$ cat src/rtl/ps2_rx_fifo.sv
// PS/2 keyboard receiver: sync, glitch filter, frame FSM, prefix fold, FWFT FIFO.
// Define PS2_RX_PARITY_EN to enable odd-parity checking.
module ps2_rx_fifo #(
   parameter int FILTER_LEN     = 16,
   parameter int TIMEOUT_CYCLES = 100000,
   parameter int FIFO_DEPTH     = 8
) (
   input  logic                          clk,
   input  logic                          rst,
   input  logic                          kclk,
   input  logic                          kdata,
   output logic [7:0]                    key_code,
   output logic                          key_ext,
   output logic                          key_break,
   output logic                          key_valid,
   input  logic                          key_ready,
   output logic [$clog2(FIFO_DEPTH):0]   fifo_count,
   output logic                          frame_err,
   output logic                          overflow
);

   localparam int CW = $clog2(FILTER_LEN + 1);
   localparam int TW = $clog2(TIMEOUT_CYCLES + 1);
   localparam int AW = $clog2(FIFO_DEPTH);

   typedef enum logic [1:0] {IDLE, DATA, PARITY, STOP} state_t;

   logic [1:0]    s1, s2, filt;
   logic [CW-1:0] fcnt [2];
   logic          kfall;

   // Index 0 is kclk, index 1 is kdata.
   always_ff @(posedge clk or posedge rst) begin
      if (rst) begin
         s1    <= 2'b11;
         s2    <= 2'b11;
         filt  <= 2'b11;
         kfall <= 1'b0;
         for (int i = 0; i < 2; i++) fcnt[i] <= '0;
      end else begin
         s1    <= {kdata, kclk};
         s2    <= s1;
         kfall <= 1'b0;
         for (int i = 0; i < 2; i++) begin
            if (s2[i] == filt[i]) begin
               fcnt[i] <= '0;
            end else if (fcnt[i] == CW'(FILTER_LEN - 1)) begin
               fcnt[i] <= '0;
               filt[i] <= s2[i];
               if (i == 0 && !s2[i]) kfall <= 1'b1;
            end else begin
               fcnt[i] <= fcnt[i] + 1'b1;
            end
         end
      end
   end

   wire kd = filt[1];

   state_t        state;
   logic [2:0]    bit_cnt;
   logic [7:0]    shreg;
   logic [7:0]    rx_byte;
   logic          par_ok;
   logic          byte_done;
   logic [TW-1:0] tcnt;

   always_ff @(posedge clk or posedge rst) begin
      if (rst) begin
         state     <= IDLE;
         bit_cnt   <= '0;
         shreg     <= '0;
         rx_byte   <= '0;
         par_ok    <= 1'b0;
         byte_done <= 1'b0;
         frame_err <= 1'b0;
         tcnt      <= '0;
      end else begin
         byte_done <= 1'b0;
         frame_err <= 1'b0;
         if (kfall || state == IDLE) tcnt <= '0;
         else                        tcnt <= tcnt + 1'b1;
         if (state != IDLE && !kfall && tcnt == TW'(TIMEOUT_CYCLES - 1)) begin
            state     <= IDLE;
            frame_err <= 1'b1;
         end else if (kfall) begin
            unique case (state)
               IDLE: begin
                  if (!kd) state <= DATA;
                  bit_cnt <= '0;
               end
               DATA: begin
                  shreg   <= {kd, shreg[7:1]};
                  bit_cnt <= bit_cnt + 1'b1;
                  if (bit_cnt == 3'd7) state <= PARITY;
               end
               PARITY: begin
`ifdef PS2_RX_PARITY_EN
                  par_ok <= ^{shreg, kd};
`else
                  par_ok <= 1'b1;
`endif
                  state <= STOP;
               end
               STOP: begin
                  if (kd && par_ok) begin
                     byte_done <= 1'b1;
                     rx_byte   <= shreg;
                  end else begin
                     frame_err <= 1'b1;
                  end
                  state <= IDLE;
               end
               default: state <= IDLE;
            endcase
         end
      end
   end

   logic ext, brk;
   wire  is_pre = (rx_byte == 8'hE0) || (rx_byte == 8'hF0);
   wire  push   = byte_done && !is_pre;

   always_ff @(posedge clk or posedge rst) begin
      if (rst) begin
         ext <= 1'b0;
         brk <= 1'b0;
      end else if (frame_err || push) begin
         ext <= 1'b0;
         brk <= 1'b0;
      end else if (byte_done) begin
         if (rx_byte == 8'hE0) ext <= 1'b1;
         if (rx_byte == 8'hF0) brk <= 1'b1;
      end
   end

   logic [9:0]  mem [FIFO_DEPTH];
   logic [AW-1:0] wr_ptr, rd_ptr;
   logic [AW:0]   count;

   wire full   = (count == (AW+1)'(FIFO_DEPTH));
   wire pop    = key_valid && key_ready;
   wire do_wr  = push && (!full || pop);

   always_ff @(posedge clk) begin
      if (do_wr) mem[wr_ptr] <= {ext, brk, rx_byte};
   end

   always_ff @(posedge clk or posedge rst) begin
      if (rst) begin
         wr_ptr   <= '0;
         rd_ptr   <= '0;
         count    <= '0;
         overflow <= 1'b0;
      end else begin
         overflow <= push && full && !pop;
         if (do_wr) wr_ptr <= wr_ptr + 1'b1;
         if (pop)   rd_ptr <= rd_ptr + 1'b1;
         if (do_wr && !pop)      count <= count + 1'b1;
         else if (pop && !do_wr) count <= count - 1'b1;
      end
   end

   wire [9:0] head = mem[rd_ptr];

   assign key_valid  = (count != '0);
   assign fifo_count = count;
   assign key_code   = key_valid ? head[7:0] : 8'h00;
   assign key_break  = key_valid ? head[8]   : 1'b0;
   assign key_ext    = key_valid ? head[9]   : 1'b0;

endmodule

$ cat config.mk
export PLATFORM = sky130hd
export DESIGN_NAME = ps2_rx_fifo
export DESIGN_NICKNAME = d
export VERILOG_FILES = /design/src/rtl/ps2_rx_fifo.sv
export SDC_FILE = /design/constraint.sdc
export NUM_CORES = 1
export LEC_CHECK = 0
export ABC_AREA = 1
export CAP_MARGIN = 20
export CORE_ASPECT_RATIO = 0.7
export CORE_MARGIN = 4
export CORE_UTILIZATION = 55
export DETAILED_ROUTE_END_ITERATION = 6
export PLACE_DENSITY = 0.78
export SLEW_MARGIN = 15
export SYNTH_ARGS = -nofsm -noshare
export SYNTH_HDL_FRONTEND = slang
export SYNTH_SLANG_ARGS = --single-unit
$ cat constraint.sdc
create_clock -name clk -period 4.2 [get_ports clk]
set_input_delay 1.26 -clock clk [delete_from_list [all_inputs] [get_ports clk]]
set_output_delay 1.26 -clock clk [all_outputs]
set_load 0.05 [all_outputs]
==> flow_metrics.env <==
export IMPL_grt_max_degree=42
export IMPL_irDropWorstVdd_uv=302.6
export IMPL_grt_pass1_wl_mm=22.27
export IMPL_synthArstFlopShare_pct=47.02
export IMPL_synth_most_common_cell="nor2_1"
export IMPL_drive_gt1_share_pct=11.25
export IMPL_setup_violations=0
export IMPL_crit_path_start_kind="flop"
export IMPL_wl_per_cell_um=15.09
export IMPL_start_util_pct=56.42
export IMPL_syn_to_final_growth_pct=15.04
export IMPL_synth_seq_cells=151
export IMPL_firstDrtPassIters=5
export IMPL_num_nets_final=718
export IMPL_ff2ff_setup_slack_ns=1.61
export IMPL_synth_area_sq_um=6639
export IMPL_cpPeakStageDelay_ns=0.83
export IMPL_globalplace_congestion=0.8671
export IMPL_cts_reportedPaths_clkPinSlew_ns=0.06
export IMPL_cp_end_kind="primary output"
export IMPL_antenna_found_initial=0
export IMPL_drt_initial_drc_count=405
export IMPL_place_area_sq_um=7036
export IMPL_path_class="reg -> out"
export IMPL_coreArea_sq_um=11770
export IMPL_slew_limit_headroom_pct=51.64
export IMPL_power_density_nw_per_um2=407.4
export IMPL_rsz0062_at_grt="false"
export IMPL_timing_final_max_slew_violations=0
export IMPL_power_total_mw=3.111
export IMPL_port_buffers=21
export IMPL_hold_start="s1[1]$_DFF_PP1_"
export IMPL_remaining_drc_errors=0
export IMPL_fin_crit_sh_pct=96.05
export IMPL_cts_htree_levels=4
export IMPL_wl_mm=13.10
export IMPL_status="completed"
export IMPL_synth_commonest_cells="163 x nor2_1, 98 x nand2_1, 80 x edfxtp_1"
export IMPL_final_cells=868
export IMPL_yosysWarningCount=0
export IMPL_io_pins=22
export IMPL_period_needed_ns=4.034
export IMPL_path_common_cell="nor2_1"
export IMPL_fmax_ghz=0.2479
export IMPL_grt_usage_pct=20.19
export IMPL_r2r_start="rx_byte[7]$_DFFE_PP0P_"
export IMPL_cts_setup_buffers=0
export IMPL_dp_hpwl_mm=8.711
export IMPL_fin_skew_ns=0.01291
export IMPL_die_w_um=139.3
export IMPL_synth_top_area_cell="edfxtp_1"
export IMPL_tns_ns=0
export IMPL_design_area_sq_um=7637
export IMPL_synthTopCellsByArea="edfxtp_1 36%, dfrtp_1 25%, nor2_1 9.2%"
export IMPL_ys_seq_area_share_pct=63.06
export IMPL_hp_class="reg -> reg"
export IMPL_synth_flop_cell="edfxtp_1"
export IMPL_syn_nets=685
export IMPL_cts_buffer_depth=2
export IMPL_cts_root_buffer="clkbuf_16"
export IMPL_syn_instance_count=665
export IMPL_cts_hold_buf=0
export IMPL_cts_buffers=17
export IMPL_antenna_cells=0
export IMPL_synth_top_area_share_pct=36.19
export IMPL_fp_dieArea_sq_um=13920
export IMPL_cp_slowest_cell="clkdlybuf4s50_1"
export IMPL_path_cells="buf_4, inv_2, nor2_1, o21ai_1, nand3_1, nand2_1, nor2_1, clkdlybuf4s50_1"
export IMPL_grt_overflow=0
export IMPL_cp_data_required_time_ns=2.94
export IMPL_rows=33
export IMPL_clk_latency_ns=0.42
export IMPL_vias=4607
export IMPL_cap_violations=0
export IMPL_grt_pass1_vias=4593
export IMPL_arrival_ns=2.77
export IMPL_ys_types=35
export IMPL_p_leak_nw=3.280
export IMPL_ctsResizeCount=0
export IMPL_vias_per_cell=5.308
export IMPL_avgSynthCellArea_sq_um=9.983
export IMPL_hold_viol_final=0
export IMPL_tightest_slew_ns=0.7254
export IMPL_crit_start="rd_ptr[1]$_DFFE_PP0N_"
export IMPL_cts_sinks=151
export IMPL_cts_tree="done"
export IMPL_place_inst=836
export IMPL_ant_nets=0
export IMPL_cp_max_fo=21
export IMPL_synth_edf_count=80
export IMPL_die_h_um=99.92
[cell families (layout without fill, tap and decap cells)]
logic type,count (synthesis),count (layout),synth area share [%]
compound gates,87,87,6.728
buf+inv,73,119,4.674
fa+ha+maj,15,15,2.940
simple gates,328,328,21.11
flops,151,151,63.06
mux,1,1,0.1696
xor+xnor,10,10,1.319
[placed cells by master (no fill, tap or decap), types with 6 or more instances in the layout]
| cell | netlist | routed |
|---|---|---|
| inv_1 | 50 | 49 |
| edfxtp_1 | 80 | 80 |
| clkdlybuf4s50_1 | 0 | 21 |
| o21ai_1 | 33 | 33 |
| ha_1 | 14 | 14 |
| dfrtp_1 | 65 | 65 |
| nand2_2 | 10 | 10 |
| nand3_1 | 32 | 32 |
| o21ai_0 | 31 | 31 |
| clkbuf_16 | 0 | 17 |
| xnor2_1 | 6 | 6 |
| nor2_1 | 163 | 163 |
| buf_4 | 5 | 14 |
| nand2_1 | 98 | 98 |
| a21oi_1 | 19 | 19 |
| nand4_1 | 7 | 7 |
| dfstp_2 | 6 | 6 |
[worst max-delay path, delay by kind of cell, from the launching register on]
kind | cells | cell delay [ns]
buffers and inverters | 3 | 1.34
DFF | 1 | 0.35
AOI/OAI and AO/OA | 1 | 0.12
and+or+nand+nor | 4 | 0.54
[final timing paths]
path                                                   to  cells past startpoint
min in group asynchronous           rd_ptr[1]$_DFFE_PP0N_                      2
worst max register to register  fifo_count[3]$_DFFE_PP0P_                     16
worst max-delay path                          key_code[4]                      8
max in group asynchronous                 s1[1]$_DFF_PP1_                      3
worst min register to register            s2[1]$_DFF_PP1_                      0
worst min-delay path                      s2[1]$_DFF_PP1_                      0
[cell type report]
type                       instances  area (sq um)
sequential                       151          4187
fill                             900          4130
multi-input combinational        441          2142
clock buffer                      20         456.7
timing repair buffer              35         315.3
tap                              157         196.4
inverter                          52         195.2
clock inverter                    12         145.1
[metal layers]
metal  track usage (%)  up-vias  routed length (um)
met4             6.165        0                 163
li1                  -     2254                   -
met3             6.238       15                 761
met2             31.70      130                6157
met1             27.49     2208                6018
met5                 0        -                   0
[state kept, by name (all words and copies together) (netlist names)]
register and flops:
tcnt 17, state 2, s2 2, ext 1, rx_byte 8, kfall 1, s1 2, wr_ptr 3
bit_cnt 3, overflow 1, rd_ptr 3, par_ok 1, shreg 8, fcnt 10, fifo_count 4, filt 2
brk 1, mem 80, byte_done 1, frame_err 1
[report_power, final]
| part | leakage [nW] | switching (mW) | internal, mW |
|---|---|---|---|
| clock | 0.281 | 0.605 | 0.916 |
| combinational | 1.11 | 0.0201 | 0.00905 |
| sequential | 1.89 | 0.00457 | 1.56 |
[through the flow]
stage / setup WS (ns) / hold slack [ns] / util [%]
floorplan: 0.9175 / 0.3452 / -
global placement: 0.7106 / 0.3461 / 59.79
detailed placement: 0.6332 / 0.3481 / 59.79
CTS: 0.1788 / 0.3603 / 64.90
global route: 0.02356 / 0.3642 / 64.90
finish: 0.1659 / 0.3589 / 64.90
No activity file was read; power rests on OpenSTA's default activity.
==> RTL change 1, RTL diff (same flow settings) <==
`TIMEOUT_CYCLES`: 100000 -> 200000.
--- a/src/rtl/ps2_rx_fifo.sv
+++ b/src/rtl/ps2_rx_fifo.sv
@@ -2,7 +2,7 @@
 // Define PS2_RX_PARITY_EN to enable odd-parity checking.
 module ps2_rx_fifo #(
    parameter int FILTER_LEN     = 16,
-   parameter int TIMEOUT_CYCLES = 100000,
+   parameter int TIMEOUT_CYCLES = 200000,
    parameter int FIFO_DEPTH     = 8
 ) (
    input  logic                          clk,
Behaviour: same outputs for any inputs over 10 cycles, from zero or initial values and one cycle with rst high; that may be too few to reach the edited logic, so the function may still have changed.
==> RTL change 1 against the unedited design <==
Setup slack better by 0.067 ns. Routed wire length down 0.50%. Synthesized cell count down 1.4%. Sequential cell count up 1. Clock skew down 0.0051 ns. Register-to-register slack worse by 0.03 ns. Final area down 0.36%. Total power down 0.33%. Area after synthesis up 0.45%.
==> RTL change 1: results (changes against the unedited design) <==
| Metric | Value |
|---|---|
| Outcome | `finished, final reports clean` |
| Nets | `709 (-1.3%)` |
| ClkCell Share | `0.0774 (-0.00136)` |
| Hpwl dp | `8.51 mm (-2.3%)` |
| Sequential fraction of the synthesis area | `0.632 (+0.000913)` |
| Vias per cell | `5.34 (+0.61%)` |
| Reg2reg setup slack | `1.58 ns (-0.03 ns)` |
| Total GRT Usage | `0.199 (-0.00283)` |
| H-tree Lvls | `4 (unchanged)` |
| Fraction of area in registers | `0.553 (+0.00527)` |
| Largest net degree at the start of global routing | `48 (+14%)` |
| P_comb | `0.0000291 W` |
| Hold_sp | `s1[0]$_DFF_PP1_` |
| Non-clk buf share | `0.0414 (+0.000149)` |
| VDD IR max | `0.000332 V (+9.7%)` |
| Critical path endpoint | `key_code[5]` |
| Asr flop ratio synth | `0.474 (+0.00349)` |
| Sink Count | `152 (+0.66%)` |
| Post-synth cell types | `34 (-2.9%)` |
| Synth Area in XOR/XNOR | `0.0171 (+0.00388)` |
| Compound-Gate Fraction of Synth Area | `0.0707 (+0.00345)` |
| Top Registers | `mem (80), tcnt (18), fcnt (10)` |
| Worst Tran Pin Value | `0.821 ns (+0.0958 ns)` |
| Worst r2r src | `rx_byte[4]$_DFFE_PP0P_` |
| Inverters | `53 (+1.9%)` |
| R2R depth | `14 (-2)` |
| Max Clock Skew | `0.00777 ns (-0.00514 ns)` |
| Largest delay contributor family on the critical path | `buffers and inverters` |
| Post-synthesis adder-cell area fraction | `0.0293 (-0.000132)` |
| WP data arrival | `2.71 ns (-0.06 ns)` |
| Hold Path Cell Cnt | `0 (unchanged)` |
| Drt pass-1 iters | `5 (unchanged)` |
| Signal buffers | `35 (unchanged)` |
| Clock buffers | `17 (-15%)` |
| Critical Path Max Stage Delay | `0.81 ns (-0.02 ns)` |
| Multi-input comb cells | `430 (-2.5%)` |
| Cell Int Power | `0.00246 W (-0.78%)` |
| Number of synthesized flops with an enable pin | `80 (unchanged)` |
| Syn_nets | `676 (-1.3%)` |
| FILL cells | `875 (-2.8%)` |
| First-pass GRT wire length | `22.0 mm (-1.3%)` |
| Root Buffer | `clkbuf_16` |
| Initial DRC count | `431 (+6.4%)` |
| Later-pin clock latency in the skew report | `0.41 ns` |
| Worst-path maximum fanout | `41 (+95%)` |
| Mux contribution to synthesized area | `0.00675 (+0.00506)` |
| Critical path startpoint | `rd_ptr[0]$_DFFE_PP0N_` |
| Leakage | `3.23 nW (-1.5%)` |
| Final WL | `13.0 mm (-0.50%)` |
| Fraction of area in multi-input gates | `0.276 (-0.00474)` |
| Layout cells sized above 1 | `0.101 (-0.0114)` |
| Placer Congestion | `0.870 (+0.36%)` |
| Commonest cells post-synth | `154 x nor2_1, 96 x nand2_1, 80 x edfxtp_1` |
| Bufs on Longest Clock Path | `2 (unchanged)` |
| Ranking of synthesized cells by area | `edfxtp_1 36%, dfrtp_1 25%, nor2_1 8.7%, nand2_1 5.4%, o21ai_0 3.1%` |
| Hold EP | `s2[0]$_DFF_PP1_` |
[RTL change 1: changes by cell type in the layout (fill, tap and decap cells not counted), sizes merged, moves of 3 or more]
cell / before / now
a21oi: 20 / 14
inv: 55 / 60
mux2: 1 / 4
nor3: 3 / 7
nor2: 174 / 159
xor2: 4 / 7
o21ai: 65 / 73
nand2: 109 / 99
clkbuf: 20 / 17
[RTL change 1: metal layers]
| layer | GRT usage | part of all wire |
|---|---|---|
| met5 | 0 | 0 |
| met3 | 0.0452 | 0.057 |
| met1 | 0.270 | 0.46 |
| met4 | 0.0648 | 0.0061 |
| met2 | 0.325 | 0.48 |
[RTL change 1: per-stage QoR]
step	instance area, sq um	worst slack, ns	total power, W	std cells	hold slack [ns]
2_1_floorplan	6670	0.917	0.00162	656	0.345
3_3_place_gp	7020	0.724	0.00163	827	0.346
3_5_place_dp	7020	0.599	0.00163	827	0.350
4_1_cts	7610	0.253	0.00312	859	0.360
5_1_grt	7610	0.126	0.00321	859	0.362
6_report	7610	0.233	0.00310	859	0.359
==> RTL change 2, RTL diff (same flow settings) <==
Without the edit above. Register the input `key_ready` before use, without a reset. The logic sees it one clock later. The other inputs are not delayed to match.
--- a/src/rtl/ps2_rx_fifo.sv
+++ b/src/rtl/ps2_rx_fifo.sv
@@ -24,6 +24,12 @@
    localparam int AW = $clog2(FIFO_DEPTH);
 
    typedef enum logic [1:0] {IDLE, DATA, PARITY, STOP} state_t;
+
+   logic key_ready_q;
+
+   always_ff @(posedge clk) begin
+      key_ready_q <= key_ready;
+   end
 
    logic [1:0]    s1, s2, filt;
    logic [CW-1:0] fcnt [2];
@@ -139,7 +145,7 @@
    logic [AW:0]   count;
 
    wire full   = (count == (AW+1)'(FIFO_DEPTH));
-   wire pop    = key_valid && key_ready;
+   wire pop    = key_valid && key_ready_q;
    wire do_wr  = push && (!full || pop);
 
    always_ff @(posedge clk) begin
Function: no difference found for any inputs over 10 cycles, from zero or initial values and one cycle with rst high; that may be too few to reach the edited logic, so the function may still have changed.
==> RTL change 2 against the unedited design <==
Final area decreased by 0.69%. Clock power decreased by 5%. Area after synthesis increased by 0.30%. Setup slack improved by 0.071 ns. Synthesized cell count increased by 0.15%. Count of clock-buffer cells in the layout decreased by 2. Total power decreased by 1.9%. Routed wire length decreased by 0.53%. Register-to-register slack improved by 0.05 ns. Sequential cell count increased by 1. Clock skew decreased by 0.0038 ns. Critical path type unchanged. Highest routed layer unchanged.
==> RTL change 2: results (changes against the unedited design) <==
| Metric | Value |
|---|---|
| Global routing usage on met2 | `0.320 (+0.00297)` |
| Max-slew headroom | `0.282 (-0.235)` |
| Port Buffer Count | `21 (unchanged)` |
| Layout area overhead | `13.9%` |
| Max Clock Skew | `0.00909 ns (-0.00382 ns)` |
| R2r endpoint | `fifo_count[3]$_DFFE_PP0P_` |
| Hold EP | `s2[0]$_DFF_PP1_` |
| Ranking of synthesized cells by area | `edfxtp_1 36%, dfrtp_1 24%, nor2_1 9.2%, nand2_1 5.5%, inv_1 2.8%` |
| Worst-path maximum fanout | `31 (+48%)` |
| Layout cells sized above 1 | `0.101 (-0.0115)` |
| Vias per cell | `5.37 (+1.2%)` |
| Leakage | `3.09 nW (-5.8%)` |
| Seq pwr share | `0.515 (+0.013)` |
| Initial DRC count | `431 (+6.4%)` |
| Nets | `710 (-1.1%)` |
| Total GRT Usage | `0.200 (-0.00229)` |
| Met3 track demand over resource | `0.0481 (-0.0143)` |
| Critical Path Max Stage Delay | `0.80 ns (-0.03 ns)` |
| Synth Instances | `666 (+0.15%)` |
| Psw | `0.000650 W (+3.3%)` |
| Hpwl dp | `8.48 mm (-2.7%)` |
| VDD IR max | `0.000305 V (+0.76%)` |
| Vias in the first global route | `4474 (-2.6%)` |
| Antenna diodes | `0 (unchanged)` |
| Outcome | `finished, final reports clean` |
| Post-synth cell types | `36 (+2.9%)` |
| Critical path startpoint | `rd_ptr[0]$_DFFE_PP0N_` |
| Asr flop ratio synth | `0.467 (-0.00309)` |
| Worst-path clk slew | `0.06 ns (about the same)` |
| Hold Path Cell Cnt | `0 (unchanged)` |
| Largest delay contributor family on the critical path | `buffers and inverters` |
| Top Registers | `mem (80), tcnt (17), fcnt (10)` |
| First-pass GRT wire length | `22.0 mm (-1.1%)` |
| R2R depth | `15 (-1)` |
| Met1 usage | `0.273 (-0.00164)` |
| Hold_sp | `s1[0]$_DFF_PP1_` |
| Placed insts | `827 (-1.1%)` |
| Sequential fraction of the synthesis area | `0.632 (+0.00111)` |
| WP data arrival | `2.70 ns (-0.07 ns)` |
| Placed cell area | `0.00698 sq mm (-0.78%)` |
| Syn_nets | `686 (+0.15%)` |
| Placer Congestion | `0.877 (+1.1%)` |
| Worst r2r src | `rx_byte[3]$_DFFE_PP0P_` |
| DR WL/cell | `15.2 microns (+0.40%)` |
| Vias after detailed routing | `4620 (+0.28%)` |
| Critical path endpoint | `key_code[6]` |
| Reg2reg setup slack | `1.66 ns (+0.05 ns)` |
[RTL change 2: area by class of cell]
cell class                 instances  area, sq um
inverter                          52          198
sequential                       152         4210
fill                             900         4180
clock buffer                      18          429
multi-input combinational        441         2140
timing repair buffer              26          274
tap                              157          196
clock inverter                    14          139
[RTL change 2: through the flow]
stage,worst slack (ns),utilization,hold WS [ns]
2_1_floorplan,0.917,-,0.345
3_3_place_gp,0.575,0.593,0.346
3_5_place_dp,0.495,0.593,0.354
4_1_cts,0.0295,0.641,0.360
5_1_grt,0.0458,0.645,0.369
6_report,0.237,0.645,0.361
[RTL change 2: kinds of logic after synthesis]
logic type,count (synthesis),synth area share
and+or+nand+nor,328,0.210
DFF,152,0.632
AOI/OAI and AO/OA,87,0.0671
buffers and inverters,73,0.0466
adders and majority gates,15,0.0293
xor gates and xnor gates,10,0.0132
muxes,1,0.00169
[RTL change 2: metal layers]
layer	vias to the layer above	wire [microns]
met5	-	0
met4	0	170
met3	14	886
met2	169	6190
met1	2205	5780
li1	2232	-
